==> src/rtl/hs_ram_arbiter_if.sv <==
// hs_ram_arbiter_if: CPU RAM bus, hiscore engine port, pause handshake and the
// shared RAM port, bundled for hs_ram_arbiter. The arbiter uses the slave view;
// the surrounding system (CPU, hiscore engine, pause block, RAM) uses master.
interface hs_ram_arbiter_if #(
  parameter int unsigned AW = 16,
  parameter int unsigned DW = 8
);
  logic [AW-1:0] cpu_a;
  logic [DW-1:0] cpu_d;
  logic          cpu_we;
  logic [DW-1:0] cpu_q;
  logic          hs_req;
  logic [AW-1:0] hs_a;
  logic [DW-1:0] hs_d;
  logic          hs_we;
  logic [DW-1:0] hs_q;
  logic          hs_ack;
  logic          pause_req;
  logic          paused;
  logic [AW-1:0] ram_a;
  logic [DW-1:0] ram_d;
  logic          ram_we;
  logic [DW-1:0] ram_q;
  logic          busy;

  modport slave (
    input  cpu_a, cpu_d, cpu_we, hs_req, hs_a, hs_d, hs_we, paused, ram_q,
    output cpu_q, hs_q, hs_ack, pause_req, ram_a, ram_d, ram_we, busy
  );

  modport master (
    output cpu_a, cpu_d, cpu_we, hs_req, hs_a, hs_d, hs_we, paused, ram_q,
    input  cpu_q, hs_q, hs_ack, pause_req, ram_a, ram_d, ram_we, busy
  );
endinterface

==> src/rtl/hs_ram_arbiter.sv <==
// hs_ram_arbiter: shares one single-port work RAM between the game CPU and the
// hiscore save/restore engine. Pauses the CPU, waits a settle interval, hands
// the port to the hiscore engine while it requests, then hands it back to the
// CPU one cycle before releasing the pause.
// Optional feature macro HS_ARB_TIMEOUT_EN: abort a pause that never takes
// effect after 65535 cycles, pulse timeout_err, and wait for a fresh hs_req.
module hs_ram_arbiter #(
  parameter int unsigned AW     = 16,
  parameter int unsigned DW     = 8,
  parameter int unsigned SETTLE = 4
) (
  input  logic clk_sys,
  input  logic reset,
  hs_ram_arbiter_if.slave bus
`ifdef HS_ARB_TIMEOUT_EN
  ,
  output logic timeout_err
`endif
);

  localparam int unsigned CW = 8;
`ifdef HS_ARB_TIMEOUT_EN
  localparam int unsigned TW = 16;
`endif

  typedef enum logic [2:0] {
    ST_IDLE,
    ST_PAUSE,
    ST_SETTLE,
    ST_GRANT,
    ST_RELEASE
  } state_t;

  state_t        state_q, state_d;
  logic [CW-1:0] settle_cnt_q, settle_cnt_d;
  logic          owner_q;
  logic          pause_req_q;
  logic          hs_ack_q;
  logic          busy_q;

  logic [AW-1:0] ram_a_c;
  logic [DW-1:0] ram_d_c;
  logic          ram_we_c;

`ifdef HS_ARB_TIMEOUT_EN
  logic [TW-1:0] wait_cnt_q, wait_cnt_d;
  logic          timeout_err_q, timeout_err_d;
  logic          req_block_q, req_block_d;   // set by a timeout until hs_req drops
`endif

  // Next-state logic: pause handshake, settle countdown, grant and hand-back
  always_comb begin
    state_d      = state_q;
    settle_cnt_d = settle_cnt_q;
`ifdef HS_ARB_TIMEOUT_EN
    wait_cnt_d    = '0;
    timeout_err_d = 1'b0;
    req_block_d   = req_block_q & bus.hs_req;
`endif
    case (state_q)
      ST_IDLE: begin
`ifdef HS_ARB_TIMEOUT_EN
        if (bus.hs_req && !req_block_q) state_d = ST_PAUSE;
`else
        if (bus.hs_req) state_d = ST_PAUSE;
`endif
      end
      ST_PAUSE: begin
        if (!bus.hs_req) begin
          state_d = ST_RELEASE;
        end else if (bus.paused) begin
          if (SETTLE == 0) begin
            state_d = ST_GRANT;
          end else begin
            state_d      = ST_SETTLE;
            settle_cnt_d = CW'(SETTLE);
          end
        end
`ifdef HS_ARB_TIMEOUT_EN
        else if (wait_cnt_q == '1) begin
          state_d       = ST_RELEASE;
          timeout_err_d = 1'b1;
          req_block_d   = 1'b1;
        end else begin
          wait_cnt_d = wait_cnt_q + TW'(1);
        end
`endif
      end
      ST_SETTLE: begin
        if (!bus.hs_req) begin
          state_d      = ST_RELEASE;
          settle_cnt_d = '0;
        end else if (!bus.paused) begin
          state_d      = ST_PAUSE;
          settle_cnt_d = '0;
        end else if (settle_cnt_q <= CW'(1)) begin
          state_d      = ST_GRANT;
          settle_cnt_d = '0;
        end else begin
          settle_cnt_d = settle_cnt_q - CW'(1);
        end
      end
      ST_GRANT: begin
        if (!bus.hs_req) state_d = ST_RELEASE;
      end
      ST_RELEASE: begin
        state_d = ST_IDLE;
      end
      default: begin
        state_d      = ST_IDLE;
        settle_cnt_d = '0;
      end
    endcase
  end

  // State register; owner and handshake outputs are registered from the next state
  always_ff @(posedge clk_sys) begin
    if (reset) begin
      state_q      <= ST_IDLE;
      settle_cnt_q <= '0;
      owner_q      <= 1'b0;
      pause_req_q  <= 1'b0;
      hs_ack_q     <= 1'b0;
      busy_q       <= 1'b0;
    end else begin
      state_q      <= state_d;
      settle_cnt_q <= settle_cnt_d;
      owner_q      <= (state_d == ST_GRANT);
      pause_req_q  <= (state_d != ST_IDLE);
      hs_ack_q     <= (state_d == ST_GRANT);
      busy_q       <= (state_d != ST_IDLE);
    end
  end

`ifdef HS_ARB_TIMEOUT_EN
  // Pause watchdog counter, timeout pulse and re-arm block
  always_ff @(posedge clk_sys) begin
    if (reset) begin
      wait_cnt_q    <= '0;
      timeout_err_q <= 1'b0;
      req_block_q   <= 1'b0;
    end else begin
      wait_cnt_q    <= wait_cnt_d;
      timeout_err_q <= timeout_err_d;
      req_block_q   <= req_block_d;
    end
  end

  assign timeout_err = timeout_err_q;
`endif

  // RAM port mux; CPU writes only reach the RAM while the arbiter is idle
  always_comb begin
    ram_a_c  = bus.cpu_a;
    ram_d_c  = bus.cpu_d;
    ram_we_c = bus.cpu_we & ~busy_q;
    if (owner_q) begin
      ram_a_c  = bus.hs_a;
      ram_d_c  = bus.hs_d;
      ram_we_c = bus.hs_we;
    end
  end

  assign bus.ram_a     = ram_a_c;
  assign bus.ram_d     = ram_d_c;
  assign bus.ram_we    = ram_we_c;
  assign bus.cpu_q     = bus.ram_q;
  assign bus.hs_q      = bus.ram_q;
  assign bus.pause_req = pause_req_q;
  assign bus.hs_ack    = hs_ack_q;
  assign bus.busy      = busy_q;

endmodule

==> src/flat_wrapper.sv <==
// flat-port wrapper written by rule: the top's interface ports become plain ports
module hs_ram_arbiter_flat 
#(
  parameter int unsigned AW     = 16,
  parameter int unsigned DW     = 8,
  parameter int unsigned SETTLE = 4
)
  (clk_sys, reset, bus_cpu_a, bus_cpu_d, bus_cpu_we, bus_hs_req, bus_hs_a, bus_hs_d, bus_hs_we, bus_paused, bus_ram_q, bus_cpu_q, bus_hs_q, bus_hs_ack, bus_pause_req, bus_ram_a, bus_ram_d, bus_ram_we, bus_busy);
  hs_ram_arbiter_if #(.AW(AW), .DW(DW)) bus_i ();
  input  logic clk_sys;
  input  logic reset;
  input wire logic [$bits(bus_i.cpu_a)-1:0] bus_cpu_a;
  input wire logic [$bits(bus_i.cpu_d)-1:0] bus_cpu_d;
  input wire logic [$bits(bus_i.cpu_we)-1:0] bus_cpu_we;
  input wire logic [$bits(bus_i.hs_req)-1:0] bus_hs_req;
  input wire logic [$bits(bus_i.hs_a)-1:0] bus_hs_a;
  input wire logic [$bits(bus_i.hs_d)-1:0] bus_hs_d;
  input wire logic [$bits(bus_i.hs_we)-1:0] bus_hs_we;
  input wire logic [$bits(bus_i.paused)-1:0] bus_paused;
  input wire logic [$bits(bus_i.ram_q)-1:0] bus_ram_q;
  output wire logic [$bits(bus_i.cpu_q)-1:0] bus_cpu_q;
  output wire logic [$bits(bus_i.hs_q)-1:0] bus_hs_q;
  output wire logic [$bits(bus_i.hs_ack)-1:0] bus_hs_ack;
  output wire logic [$bits(bus_i.pause_req)-1:0] bus_pause_req;
  output wire logic [$bits(bus_i.ram_a)-1:0] bus_ram_a;
  output wire logic [$bits(bus_i.ram_d)-1:0] bus_ram_d;
  output wire logic [$bits(bus_i.ram_we)-1:0] bus_ram_we;
  output wire logic [$bits(bus_i.busy)-1:0] bus_busy;
  assign bus_i.cpu_a = bus_cpu_a;
  assign bus_i.cpu_d = bus_cpu_d;
  assign bus_i.cpu_we = bus_cpu_we;
  assign bus_i.hs_req = bus_hs_req;
  assign bus_i.hs_a = bus_hs_a;
  assign bus_i.hs_d = bus_hs_d;
  assign bus_i.hs_we = bus_hs_we;
  assign bus_i.paused = bus_paused;
  assign bus_i.ram_q = bus_ram_q;
  assign bus_cpu_q = bus_i.cpu_q;
  assign bus_hs_q = bus_i.hs_q;
  assign bus_hs_ack = bus_i.hs_ack;
  assign bus_pause_req = bus_i.pause_req;
  assign bus_ram_a = bus_i.ram_a;
  assign bus_ram_d = bus_i.ram_d;
  assign bus_ram_we = bus_i.ram_we;
  assign bus_busy = bus_i.busy;
  hs_ram_arbiter #(.AW(AW), .DW(DW), .SETTLE(SETTLE)) u_core (.clk_sys(clk_sys), .reset(reset), .bus(bus_i));
endmodule
==> config.mk <==
export PLATFORM = sky130hd
export DESIGN_NAME = hs_ram_arbiter_flat
export DESIGN_NICKNAME = d
export VERILOG_FILES = /design/src/rtl/hs_ram_arbiter_if.sv /design/src/rtl/hs_ram_arbiter.sv /design/src/flat_wrapper.sv
export SDC_FILE = /design/constraint.sdc
export NUM_CORES = 1
export LEC_CHECK = 0
export CAP_MARGIN = 20
export CORE_MARGIN = 5
export CORE_UTILIZATION = 27
export CTS_CLUSTER_SIZE = 25
export DETAILED_ROUTE_END_ITERATION = 10
export PLACE_DENSITY = 0.78
export SYNTH_ARGS = -nofsm -noshare
export SYNTH_HDL_FRONTEND = slang
export SYNTH_SLANG_ARGS = --single-unit
==> constraint.sdc <==
create_clock -name clk_sys -period 1.75 [get_ports clk_sys]
set_input_delay 0.35 -clock clk_sys [delete_from_list [all_inputs] [get_ports clk_sys]]
set_output_delay 0.35 -clock clk_sys [all_outputs]
set_load 0.01 [all_outputs]
==> results.yml <==
routing:
  met1Wirelength_um: 1528
  total_via_count_in_the_routed_design: 1171
  final_wirelength_um: 4059
  dr.first_iter.drc_count: 29
  dr_wl_met2_um: 2146
  vias_per_cell: 4.647
  antenna_left: 0
  max_layer_used: "met4"
  remaining_drc_errors: 0
  detail_route.first_pass.iterations: 4
  met3RoutedLength_um: 340
  routed_wire_length_per_instance_um: 16.11
logic_synthesis:
  yosys.area.top_type: "mux2_2"
  synth_top_cells_by_area: "mux2_2 25%, dfxtp_1 24%, buf_4 12%"
  synthesis.area_per_instance_um2: 9.002
  synth-main-ff-cell: "dfxtp_1"
  ys_top_cells_by_count: "24 x mux2_2, 17 x buf_4, 13 x dfxtp_1"
  synth_fp_nets: 182
  synth_top_family_by_area: "multiplexers"
  synth_edf_count: 0
  synth_seq_cells: 13
  yosys.area_share.adder_pct: 3.298
  post_synth_mux_area_share_pct: 26.38
  netlist_instances: 118
  async_flop_share_pct: 0
  synth-compound-area-share_pct: 13.07
  ys.warnings.count: 0
  synth_xor_xnor_area_share_pct: 2.473
  synth.lib_cells_used.distinct: 36
  synth_largest_type_area_fraction_pct: 25.44
  synth_sequential_area_ratio_pct: 24.50
  leading_cell_type_by_number_of_instances_after_synthesis: "mux2_2"
  synth_simple_gate_area_share_pct: 14.61
  synth.cell_area_um2: 1062
sta:
  min_period_over_period_pct: 106.4
  slew_headroom_pct: 78.14
  rsz0062_at_grt: "yes"
  worst-slew-pin-transition_ns: 0.3268
  layout_min_cycle_time_ns: 1.862
  final.setup_skew_ns: 0.002696
  hold_violations: 0
  maximum_clock_rate_ghz: 0.5370
  setup_ws_ns: -0.1122
  report.final.slew_viol_count: 0
  setup_viol_count_final: 3
place:
  placedCellCount: 243
  port-buffer-count: 81
  post-dp-hpwl_um: 3194
  gp_routability_congestion: 0.8318
clock_tree:
  cts_htree_levels: 1
  cts.sinks: 13
  cts-root-buf: "clkbuf_8"
  cts_inserted_buffers: 3
  cts_tree: "built"
  ctsLongestPathBuffers: 2
  clk_transition_reported_paths_ns: 0.05
  cts_hold_repair.buffers: 0
  worst_skew_pair.late_latency_ns: 0.24
setup_path:
  crit_path_end_kind: "flop"
  r2r_setup_slack_ns: -0.11
  worst-endpoint-required_ns: 1.88
  worstPathMaxFanout: 4
  cp.arrival_ns: 1.99
  setup.worst_path.class: "flop to flop"
  worstSetupStartpointType: "flop"
die:
  core_footprint_um2: 3744
  dieArea_um2: 5289
  die_height_um: 72.73
  initial_utilization_pct: 28.38
  num_rows: 22
  die_width_um: 72.73
  ios: 106
pwr:
  cellLeakagePower_nw: 0.8266
  power_density_nw_per_um2: 455.2
  pwr-share-comb_pct: 36.7
  max-vdd-ir-drop_mv: 0.2835
  p_sw_share_pct: 24.54
  p_switching_mw: 0.2266
  share_clk_of_total_power_pct: 28.6
  internal_portion_of_total_power_mw: 0.6967
  share_seq_of_total_power_pct: 34.7
outcome:
  violations_in_the_final_reports: "negative setup slack"
  status: "finished, violations left"
grt:
  first_pass_grt_wire_length_um: 5768
  pin_count_of_the_biggest_net_entering_global_routing: 15
  grt_pass1_vias: 1121
  grt_antenna_before_repair: 0
  gr-usage-all-layers_pct: 14.04
  grt_remaining_overflow: 0
finish:
  fraction_of_layout_instances_using_a_drive_strength_above_1_pct: 37.75
  diodes: 0
  nFillCells: 356
  flow.area_growth_from_synthesis_pct: 90.93
  multi_input_comb_area_um2: 666.9
  nets: 269
  seqCellArea_um2: 266.5
  post_layout_nonfiller_instances: 252
  finish.utilization_pct: 54.18
flow_run:
  drv.max_cap_violation_count: 0
worst_hold_path:
  hold_path_class: "flop to flop"
[placed cells by master, fill, tap and decap left out, types with 2 or more instances in the layout]
master	count
nand2_1	4
nand2b_1	2
clkdlybuf4s50_1	56
dfxtp_2	2
clkbuf_2	15
o21ai_0	5
or3_1	3
a211oi_1	3
dfxtp_1	10
clkdlybuf4s15_1	10
nor3_1	3
or4_4	2
inv_1	5
xnor2_1	3
a2111oi_1	2
mux2_2	24
buf_4	19
ha_1	2
clkbuf_8	3
nor2_1	6
buf_12	2
[critical path: stages (launching register included)]
cell and delay [ns]:
dfxtp_2 0.31, or4_4 0.53, buf_4 0.16, o41ai_4 0.28, buf_4 0.18, a211oi_1 0.04, o221a_2 0.25
[area by class of cell]
cell class | count | share of cell area (%)
Multi-Input combinational cell | 78 | 32.88
Timing Repair Buffer | 104 | 47.87
Clock buffer | 4 | 2.221
Inverter | 5 | 0.9254
Sequential cell | 13 | 13.14
Tap cell | 48 | 2.961
[repair_timing]
| action | CTS | global route |
|---|---|---|
| resized for setup | 42 | 34 |
| gates cloned | 1 | 1 |
| buffers inserted | 0 | 3 |
| pin swaps | 0 | 4 |
| setup endpoints to repair | 33 | 22 |
[registers in the layout, indices dropped and copies added (netlist names)]
| name | count |
|---|---|
| u_core.settle_cnt_q | 8 |
| u_core.state_q | 3 |
| u_core.bus.pause_req | 1 |
| u_core.owner_q | 1 |
[cells by family after synthesis]
| family | count (synthesis) |
|---|---|
| AO/OA/AOI/OAI | 19 |
| flip-flops | 13 |
| buffers and inverters | 27 |
| AND/OR/NAND/NOR | 28 |
| multiplexers | 25 |
| adder cells (fa/ha/maj) | 3 |
| XOR/XNOR | 3 |
[metal layers]
metal | up-vias | GRT usage (%)
met4 | 0 | 4.508
met5 | - | 0
met3 | 7 | 4.132
li1 | 582 | -
met2 | 49 | 26.05
met1 | 533 | 15.07
[per-stage QoR]
| stage | instance area, um2 | hold slack (ns) | power [mW] | setup WS [ns] | setup TNS (ns) |
|---|---|---|---|---|---|
| after floorplan | 1070 | 0.4224 | 0.4783 | -0.1183 | -0.1183 |
| after global placement | 1953 | 0.4943 | 0.6677 | -0.1617 | -2.879 |
| after detailed placement | 1953 | 0.5062 | 0.6739 | -0.1681 | -3.258 |
| after CTS | 2016 | 0.5157 | 0.9204 | -0.1552 | -0.5830 |
| after global routing | 2028 | 0.5330 | 0.9721 | -0.1781 | -0.6861 |
| final | 2028 | 0.5087 | 0.9233 | -0.1122 | -0.2634 |
[power by group through the flow]
stage | Sequential (mW) | Clock, mW | Combinational, mW
after floorplan | 0.325 | 0 | 0.154
after detailed placement | 0.326 | 0 | 0.348
final | 0.320 | 0.264 | 0.339
after global routing | 0.322 | 0.284 | 0.366
after global placement | 0.326 | 0 | 0.342
after CTS | 0.319 | 0.271 | 0.331
[final timing paths]
| check | start | cells past startpoint | to |
|---|---|---|---|
| worst min-delay path | u_core.settle_cnt_q[0] | 2 | u_core.settle_cnt_q[0] |
| worst max register to register | u_core.settle_cnt_q[5] | 6 | u_core.settle_cnt_q[2] |
| worst min register to register | u_core.settle_cnt_q[0] | 2 | u_core.settle_cnt_q[0] |
| worst max-delay path | u_core.settle_cnt_q[5] | 6 | u_core.settle_cnt_q[2] |
(Power assumes the default switching activity.)
